**config.mk**
```make
export PLATFORM = sky130hd
export DESIGN_NAME = trng_multi_sampler_flat
export DESIGN_NICKNAME = d
export VERILOG_FILES = /design/src/rtl/trng_multi_sampler_if.sv /design/src/rtl/trng_multi_sampler.sv /design/src/flat_wrapper.sv
export SDC_FILE = /design/constraint.sdc
export NUM_CORES = 1
export LEC_CHECK = 0
export ABC_AREA = 1
export CAP_MARGIN = 20
export CORE_MARGIN = 5
export CORE_UTILIZATION = 25
export CTS_BUF_LIST = sky130_fd_sc_hd__clkbuf_4
export DETAILED_ROUTE_END_ITERATION = 10
export PLACE_DENSITY_LB_ADDON = 0.25
export SETUP_SLACK_MARGIN = 0.5
export SYNTH_ARGS = -nofsm -noshare
export SYNTH_HDL_FRONTEND = slang
export SYNTH_SLANG_ARGS = --single-unit
```
**constraint.sdc**
```tcl
create_clock -name clk -period 4.95 [get_ports clk]
set_input_delay 0.7425 -clock clk [delete_from_list [all_inputs] [get_ports clk]]
set_output_delay 0.7425 -clock clk [all_outputs]
set_load 0.03 [all_outputs]
```
**src/rtl/trng_multi_sampler_if.sv**
```systemverilog
// Output stream of the TRNG sampler: FIFO head word with valid/ready handshake.
//   out_data  : head word (WIDTH bits), driven by master
//   out_valid : head word present, driven by master
//   out_ready : consumer accepts head, driven by slave
interface trng_multi_sampler_if #(
  parameter int unsigned WIDTH = 8
);
  logic [WIDTH-1:0] out_data;
  logic             out_valid;
  logic             out_ready;

  modport master (output out_data, output out_valid, input out_ready);
  modport slave  (input out_data, input out_valid, output out_ready);
endinterface

```
**src/rtl/trng_multi_sampler.sv**
```systemverilog
// Multi-channel ring-oscillator sampler: synchronises NUM_CH RO outputs, samples
// them on a programmable tick, XOR-combines the enabled channels, optionally
// debiases (von Neumann / XOR pair), packs bits into WIDTH-bit words and buffers
// them in a first-word-fall-through FIFO guarded by a repetition-count test.
// Ports:
//   clk, rst_n   : clock; rst_n is a synchronous ACTIVE-HIGH reset
//   ro_in, ch_en : raw RO outputs (async) and per-channel enables
//   mode         : 0/3 raw, 1 von Neumann, 2 XOR pair
//   sample_div   : sample tick every sample_div+1 clocks
//   out_if       : word stream (out_data/out_valid/out_ready)
//   fifo_count   : FIFO occupancy
//   overflow     : sticky, a word was dropped on a full FIFO
//   health_fail  : sticky, repetition-count test tripped
module trng_multi_sampler #(
  parameter int unsigned NUM_CH    = 2,
  parameter int unsigned WIDTH     = 8,
  parameter int unsigned DEPTH     = 4,
  parameter int unsigned RCT_LIMIT = 32
) (
  input  logic                       clk,
  input  logic                       rst_n,
  input  logic [NUM_CH-1:0]          ro_in,
  input  logic [NUM_CH-1:0]          ch_en,
  input  logic [1:0]                 mode,
  input  logic [7:0]                 sample_div,
  trng_multi_sampler_if.master       out_if,
  output logic [$clog2(DEPTH+1)-1:0] fifo_count,
  output logic                       overflow,
  output logic                       health_fail
);
  localparam int unsigned AW = $clog2(DEPTH);
  localparam int unsigned CW = $clog2(DEPTH+1);
  localparam int unsigned BW = $clog2(WIDTH);
  localparam int unsigned RW = $clog2(RCT_LIMIT+1);
  localparam logic [1:0] MODE_VN  = 2'd1;
  localparam logic [1:0] MODE_XOR = 2'd2;

  logic [NUM_CH-1:0] sync1, sync2;
  logic [7:0]        div_cnt;
  logic [1:0]        mode_q;
  logic              pair_vld, pair_bit;
  logic [WIDTH-1:0]  shreg;
  logic [BW-1:0]     bit_cnt;
  logic [WIDTH-1:0]  mem [DEPTH];
  logic [AW-1:0]     wptr, rptr;
  logic [CW-1:0]     count;
  logic [RW-1:0]     run_cnt;
  logic              prev_b;

  logic              tick_c, accept_c, samp_c, mode_chg_c;
  logic              emit_c, ebit_c, word_done_c, push_c, pop_c;
  logic [WIDTH-1:0]  word_c;
  logic [RW-1:0]     run_nxt_c;

  // Sample qualification and combined bit
  assign tick_c     = (div_cnt == sample_div);
  assign accept_c   = tick_c && (|ch_en);
  assign samp_c     = ^(sync2 & ch_en);
  assign mode_chg_c = (mode != mode_q);

  // Conditioning: a sample coinciding with a mode change is not packed
  always_comb begin
    emit_c = 1'b0;
    ebit_c = samp_c;
    if (accept_c && !mode_chg_c) begin
      case (mode_q)
        MODE_VN: begin
          emit_c = pair_vld && (pair_bit != samp_c);
          ebit_c = pair_bit;
        end
        MODE_XOR: begin
          emit_c = pair_vld;
          ebit_c = pair_bit ^ samp_c;
        end
        default: emit_c = 1'b1;
      endcase
    end
  end

  assign word_done_c = emit_c && (bit_cnt == BW'(WIDTH-1));
  assign word_c      = {shreg[WIDTH-2:0], ebit_c};
  assign pop_c       = (count != '0) && out_if.out_ready;
  assign push_c      = word_done_c && !health_fail && ((count < CW'(DEPTH)) || pop_c);

  // Repetition run length, saturating at the limit
  always_comb begin
    run_nxt_c = RW'(1);
    if (run_cnt != '0 && samp_c == prev_b)
      run_nxt_c = (run_cnt == RW'(RCT_LIMIT)) ? run_cnt : run_cnt + RW'(1);
  end

  // Synchroniser, divider and registered mode
  always_ff @(posedge clk) begin
    if (rst_n) begin
      sync1   <= '0;
      sync2   <= '0;
      div_cnt <= '0;
      mode_q  <= '0;
    end else begin
      sync1   <= ro_in;
      sync2   <= sync1;
      div_cnt <= tick_c ? 8'd0 : div_cnt + 8'd1;
      mode_q  <= mode;
    end
  end

  // Pair state for the debiasing modes
  always_ff @(posedge clk) begin
    if (rst_n || mode_chg_c) begin
      pair_vld <= 1'b0;
      pair_bit <= 1'b0;
    end else if (accept_c && (mode_q == MODE_VN || mode_q == MODE_XOR)) begin
      pair_vld <= !pair_vld;
      pair_bit <= samp_c;
    end
  end

  // Bit packer: first bit of a word ends at the MSB
  always_ff @(posedge clk) begin
    if (rst_n || mode_chg_c) begin
      shreg   <= '0;
      bit_cnt <= '0;
    end else if (emit_c) begin
      shreg   <= word_c;
      bit_cnt <= word_done_c ? '0 : bit_cnt + BW'(1);
    end
  end

  // FIFO storage, pointers, occupancy and overflow flag
  always_ff @(posedge clk) begin
    if (rst_n) begin
      for (int i = 0; i < int'(DEPTH); i++) mem[i] <= '0;
      wptr     <= '0;
      rptr     <= '0;
      count    <= '0;
      overflow <= 1'b0;
    end else begin
      if (push_c) begin
        mem[wptr] <= word_c;
        wptr      <= wptr + AW'(1);
      end
      if (pop_c) rptr <= rptr + AW'(1);
      if (push_c && !pop_c)      count <= count + CW'(1);
      else if (pop_c && !push_c) count <= count - CW'(1);
      if (word_done_c && !health_fail && !push_c) overflow <= 1'b1;
    end
  end

  // Repetition-count health test on every accepted combined sample
  always_ff @(posedge clk) begin
    if (rst_n) begin
      run_cnt     <= '0;
      prev_b      <= 1'b0;
      health_fail <= 1'b0;
    end else if (accept_c) begin
      run_cnt <= run_nxt_c;
      prev_b  <= samp_c;
      if (run_nxt_c == RW'(RCT_LIMIT)) health_fail <= 1'b1;
    end
  end

  assign out_if.out_data  = mem[rptr];
  assign out_if.out_valid = (count != '0);
  assign fifo_count       = count;
endmodule

```
**src/flat_wrapper.sv**
```systemverilog
// flat-port wrapper written by rule: the top's interface ports become plain ports
module trng_multi_sampler_flat 
#(
  parameter int unsigned NUM_CH    = 2,
  parameter int unsigned WIDTH     = 8,
  parameter int unsigned DEPTH     = 4,
  parameter int unsigned RCT_LIMIT = 32
)
  (clk, rst_n, ro_in, ch_en, mode, sample_div, fifo_count, overflow, health_fail, out_if_out_data, out_if_out_valid, out_if_out_ready);
  trng_multi_sampler_if #(.WIDTH(WIDTH)) out_if_i ();
  input  logic clk;
  input  logic rst_n;
  input  logic [NUM_CH-1:0] ro_in;
  input  logic [NUM_CH-1:0] ch_en;
  input  logic [1:0] mode;
  input  logic [7:0] sample_div;
  output logic [$clog2(DEPTH+1)-1:0] fifo_count;
  output logic overflow;
  output logic health_fail;
  output wire logic [$bits(out_if_i.out_data)-1:0] out_if_out_data;
  output wire logic [$bits(out_if_i.out_valid)-1:0] out_if_out_valid;
  input wire logic [$bits(out_if_i.out_ready)-1:0] out_if_out_ready;
  assign out_if_out_data = out_if_i.out_data;
  assign out_if_out_valid = out_if_i.out_valid;
  assign out_if_i.out_ready = out_if_out_ready;
  trng_multi_sampler #(.NUM_CH(NUM_CH), .WIDTH(WIDTH), .DEPTH(DEPTH), .RCT_LIMIT(RCT_LIMIT)) u_core (.clk(clk), .rst_n(rst_n), .ro_in(ro_in), .ch_en(ch_en), .mode(mode), .sample_div(sample_div), .out_if(out_if_i), .fifo_count(fifo_count), .overflow(overflow), .health_fail(health_fail));
endmodule
```
==> flow_results.xml <==
<?xml version="1.0" encoding="UTF-8"?>
<metrics>
  <group name="detailed_routing">
    <metric name="routed-via-count" unit="">2662</metric>
    <metric name="route.layer.met1.wl" unit="um">3538</metric>
    <metric name="dr.max_layer_used" unit="">met4</metric>
    <metric name="drtIter0Drc" unit="">150</metric>
    <metric name="drt-wirelength-per-cell" unit="um">11.87</metric>
    <metric name="met2_length" unit="um">3471</metric>
    <metric name="first_pass_iters" unit="">4</metric>
    <metric name="detail_route.drc_violations" unit="">0</metric>
    <metric name="routed_wire_length" unit="um">7442</metric>
    <metric name="vias_per_cell" unit="">4.246</metric>
    <metric name="met3_layer_wire_length_in_the_routed_design" unit="um">266</metric>
    <metric name="postRouteAntennaNets" unit="">0</metric>
  </group>
  <group name="placement">
    <metric name="dpl.hpwl" unit="um">5330</metric>
    <metric name="port_buffers" unit="">30</metric>
    <metric name="placedCellCount" unit="">611</metric>
    <metric name="routabilityCongestion" unit="">0.7584</metric>
  </group>
  <group name="global_routing">
    <metric name="antenna_violations_before_repair" unit="">1</metric>
    <metric name="maximum_number_of_pins_on_one_net_before_global_route_repair" unit="">18</metric>
    <metric name="grt_pass1_vias" unit="">2598</metric>
    <metric name="global_route_wire_length_before_repair" unit="um">12660</metric>
    <metric name="globalRouteOverflowTotal" unit="">0</metric>
    <metric name="track_usage" unit="">0.09827</metric>
  </group>
  <group name="sta">
    <metric name="timing_max_transition_violations_final" unit="">0</metric>
    <metric name="layout_worst_path_cycle_share" unit="">0.6637</metric>
    <metric name="fin_crit" unit="ns">3.285</metric>
    <metric name="worst_clock_skew" unit="ns">0.01630</metric>
    <metric name="maxClockFrequency" unit="GHz">0.3044</metric>
    <metric name="relSlewSlack" unit="">0.5541</metric>
    <metric name="timing.setup.tns" unit="ns">0</metric>
    <metric name="final_number_of_hold_violating_endpoints" unit="">0</metric>
    <metric name="grt_setup_unrepaired" unit="">no</metric>
    <metric name="tightestPinTransition" unit="ns">0.6664</metric>
    <metric name="setup_viol" unit="">0</metric>
  </group>
  <group name="worst_setup_path">
    <metric name="cp_slowest_cell" unit="">sky130_fd_sc_hd__dfxtp_1</metric>
    <metric name="worst_setup_path_start_kind" unit="">flip-flop</metric>
    <metric name="worst_stage_delay_on_the_critical_path" unit="ns">0.70</metric>
    <metric name="crit_type" unit="">reg -&gt; out</metric>
    <metric name="timing.critical_path.depth" unit="">4</metric>
    <metric name="crit_fanout" unit="">17</metric>
    <metric name="worst-path-buf-inv" unit="">2</metric>
    <metric name="worstRegToRegCells" unit="">15</metric>
    <metric name="crit_family" unit="">buffers and inverters</metric>
    <metric name="crit_arrival" unit="ns">2.54</metric>
    <metric name="path_cells" unit="">inv_1 -&gt; o21ai_0 -&gt; o22ai_1 -&gt; clkdlybuf4s50_1</metric>
    <metric name="cp-end-kind" unit="">output pin</metric>
    <metric name="worst-endpoint-required" unit="ns">4.21</metric>
  </group>
  <group name="layout">
    <metric name="nNetsFinal" unit="">468</metric>
    <metric name="instances_no_fill" unit="">627</metric>
    <metric name="finalCoreUtilization" unit="">0.2984</metric>
    <metric name="drive_gt1_frac" unit="">0.06726</metric>
    <metric name="storage_cell_area" unit="mm^2">0.001842</metric>
    <metric name="n_fill_cell" unit="">1463</metric>
    <metric name="footprint_of_the_multi_input_gates" unit="mm^2">0.001426</metric>
    <metric name="layout-area-overhead-vs-synth" unit="%">17.79</metric>
  </group>
  <group name="die">
    <metric name="io-pin-count" unit="">31</metric>
    <metric name="initial_standard_cell_utilization_of_the_core" unit="">0.2534</metric>
    <metric name="die_h" unit="um">128.4</metric>
    <metric name="fp.dieArea" unit="mm^2">0.01648</metric>
    <metric name="core-area" unit="mm^2">0.01383</metric>
    <metric name="chipWidth" unit="um">128.4</metric>
    <metric name="placementRows" unit="">43</metric>
  </group>
  <group name="clock_tree">
    <metric name="clock_sinks" unit="">76</metric>
    <metric name="tritoncts_clock_tree" unit="">done</metric>
    <metric name="htreeDepth" unit="">3</metric>
    <metric name="clk_pin_slew" unit="ns">0.12</metric>
    <metric name="cts_buffers" unit="">9</metric>
    <metric name="cts_resized" unit="">0</metric>
    <metric name="postCtsSetupRepairBufs" unit="">0</metric>
    <metric name="cts_root_buf" unit="">sky130_fd_sc_hd__clkbuf_4</metric>
    <metric name="worst_skew_pair.late_latency" unit="ns">0.45</metric>
    <metric name="postCtsHoldBufs" unit="">0</metric>
    <metric name="cts.path.max_buffers" unit="">2</metric>
  </group>
  <group name="yosys">
    <metric name="synth_edf_count" unit="">32</metric>
    <metric name="synth_top_flop_cell" unit="">sky130_fd_sc_hd__dfxtp_1</metric>
    <metric name="synth_commonest_cells" unit="">80 x sky130_fd_sc_hd__nor2_1, 54 x sky130_fd_sc_hd__nand2_1, 52 x sky130_fd_sc_hd__inv_1</metric>
    <metric name="yosys.area.top_type_share" unit="">0.2743</metric>
    <metric name="sequential_fraction_of_the_synthesis_area" unit="">0.5257</metric>
    <metric name="total_standard_cell_area_after_synthesis" unit="mm^2">0.003503</metric>
    <metric name="syn_avg_cell_area" unit="um^2">8.587</metric>
    <metric name="count_leader_synth" unit="">sky130_fd_sc_hd__nor2_1</metric>
    <metric name="synth_top_area_cell" unit="">sky130_fd_sc_hd__edfxtp_1</metric>
    <metric name="synth.net_count" unit="">434</metric>
    <metric name="postSynth.asyncResetShare" unit="">0</metric>
    <metric name="synthCells" unit="">408</metric>
    <metric name="ys_warn_count" unit="">0</metric>
    <metric name="ys_types" unit="">32</metric>
    <metric name="ys_seq_elements" unit="">76</metric>
    <metric name="post_synth_main_area_contributors" unit="">sky130_fd_sc_hd__edfxtp_1 27%, sky130_fd_sc_hd__dfxtp_1 25%, sky130_fd_sc_hd__nor2_1 8.6%, sky130_fd_sc_hd__nand2_1 5.8%, sky130_fd_sc_hd__o21ai_0 5.7%</metric>
  </group>
  <group name="status">
    <metric name="status" unit="">completed</metric>
  </group>
  <group name="power">
    <metric name="pwr_density_cell" unit="mW/mm^2">338.4</metric>
    <metric name="peakVddDrop" unit="uV">86.34</metric>
    <metric name="total_leakage_power" unit="nW">1.521</metric>
  </group>
  <group name="worst_hold_path">
    <metric name="hold_depth" unit="">2</metric>
    <metric name="hold_class" unit="">reg -&gt; reg</metric>
  </group>
  <group name="job">
    <metric name="timing.max_cap.violations" unit="">0</metric>
  </group>
</metrics>
[power by group]
part / internal, W / total (W) / leakage, nW / switching [W]
Sequential: 0.000683 / 0.000717 / 0.670 / 0.0000337
Clock: 0.000147 / 0.000366 / 0.0690 / 0.000219
Combinational: 0.000123 / 0.000313 / 0.782 / 0.000191
Total: 0.000952 / 0.00140 / 1.52 / 0.000444
[cell families after synthesis]
| group | count (synthesis) | share of synthesized area |
|---|---|---|
| simple gates | 169 | 0.2189 |
| buf+inv | 62 | 0.06714 |
| xor+xnor | 13 | 0.03250 |
| compound gates | 79 | 0.1214 |
| flops | 76 | 0.5257 |
| fa+ha+maj | 9 | 0.03429 |
[path summary, 6_finish.rpt]
check                                from                           endpoint  slack, ns
min reg2reg    u_core.sync1[1]$_SDFF_PP0_         u_core.sync2[1]$_SDFF_PP0_       0.41
max reg2reg  u_core.div_cnt[0]$_SDFF_PP0_  u_core.fifo_count[2]$_SDFFE_PP0P_       2.38
max                             flip-flop                 out_if_out_data[3]       1.66
min            u_core.sync1[1]$_SDFF_PP0_         u_core.sync2[1]$_SDFF_PP0_       0.41
[layer usage]
metal / vias up / track usage
li1: 1400 / -
met1: 1216 / 0.1233
met2: 31 / 0.1566
met3: 15 / 0.02200
met4: 0 / 0.05431
met5: - / 0
[layout make-up]
type,count,share of cell area
clock inverter,6,0.01364
timing repair buffer,30,0.07277
multi-input combinational,270,0.3457
tap,180,0.05458
clock buffer,9,0.01637
antenna,1,0.0006064
inverter,55,0.05003
sequential,76,0.4463
[state kept, by name, indices dropped and copies added, names as in the netlist, named ones only]
name and flops:
u_core.mem 32, u_core.div_cnt 8, u_core.shreg 7, u_core.run_cnt 6
u_core.bit_cnt 3, u_core.fifo_count 3, u_core.mode_q 2, u_core.rptr 2
u_core.sync1 2, u_core.sync2 2, u_core.wptr 2, u_core.health_fail 1
u_core.overflow 1, u_core.pair_bit 1, u_core.pair_vld 1, u_core.prev_b 1
[worst register-to-register path, delay by kind of cell (launching register included)]
kind	cells	cell delay, ns
simple gates	8	0.98
fa+ha+maj	2	0.57
compound gates	4	0.45
flops	1	0.42
buf+inv	1	0.07
[placed cells by master, fill, tap and decap left out, types with 2 or more instances in the layout]
cell type                         netlist  final
sky130_fd_sc_hd__inv_2                  3      3
sky130_fd_sc_hd__nand2_1               54     54
sky130_fd_sc_hd__xnor2_1                7      7
sky130_fd_sc_hd__o21ai_0               40     40
sky130_fd_sc_hd__nor3b_1                2      2
sky130_fd_sc_hd__nor2_2                 3      3
sky130_fd_sc_hd__clkbuf_4               0      9
sky130_fd_sc_hd__a31oi_1                2      2
sky130_fd_sc_hd__xor2_1                 6      6
sky130_fd_sc_hd__nor2_1                80     80
sky130_fd_sc_hd__edfxtp_1              32     32
sky130_fd_sc_hd__nor2_4                 3      3
sky130_fd_sc_hd__nor3_1                 4      4
sky130_fd_sc_hd__a21oi_1               24     24
sky130_fd_sc_hd__clkinv_2               0      3
sky130_fd_sc_hd__nand3_4                3      3
sky130_fd_sc_hd__ha_1                   8      8
sky130_fd_sc_hd__nand3_1               16     16
sky130_fd_sc_hd__inv_1                 52     52
sky130_fd_sc_hd__dfxtp_1               44     44
sky130_fd_sc_hd__clkdlybuf4s50_1        0     30
sky130_fd_sc_hd__o22ai_1                8      8
[stage by stage]
step	hold WS, ns	area, um^2	worst slack, ns	power, W
6_report	0.4118	4126	1.665	0.001396
5_1_grt	0.4301	4126	1.443	0.001471
4_1_cts	0.4110	4124	1.606	0.001420
3_5_place_dp	0.3960	4000	1.572	0.001051
3_3_place_gp	0.3936	4000	1.628	0.001047
2_1_floorplan	0.3883	3503	2.265	0.0009200
(Power assumes the default switching activity.)
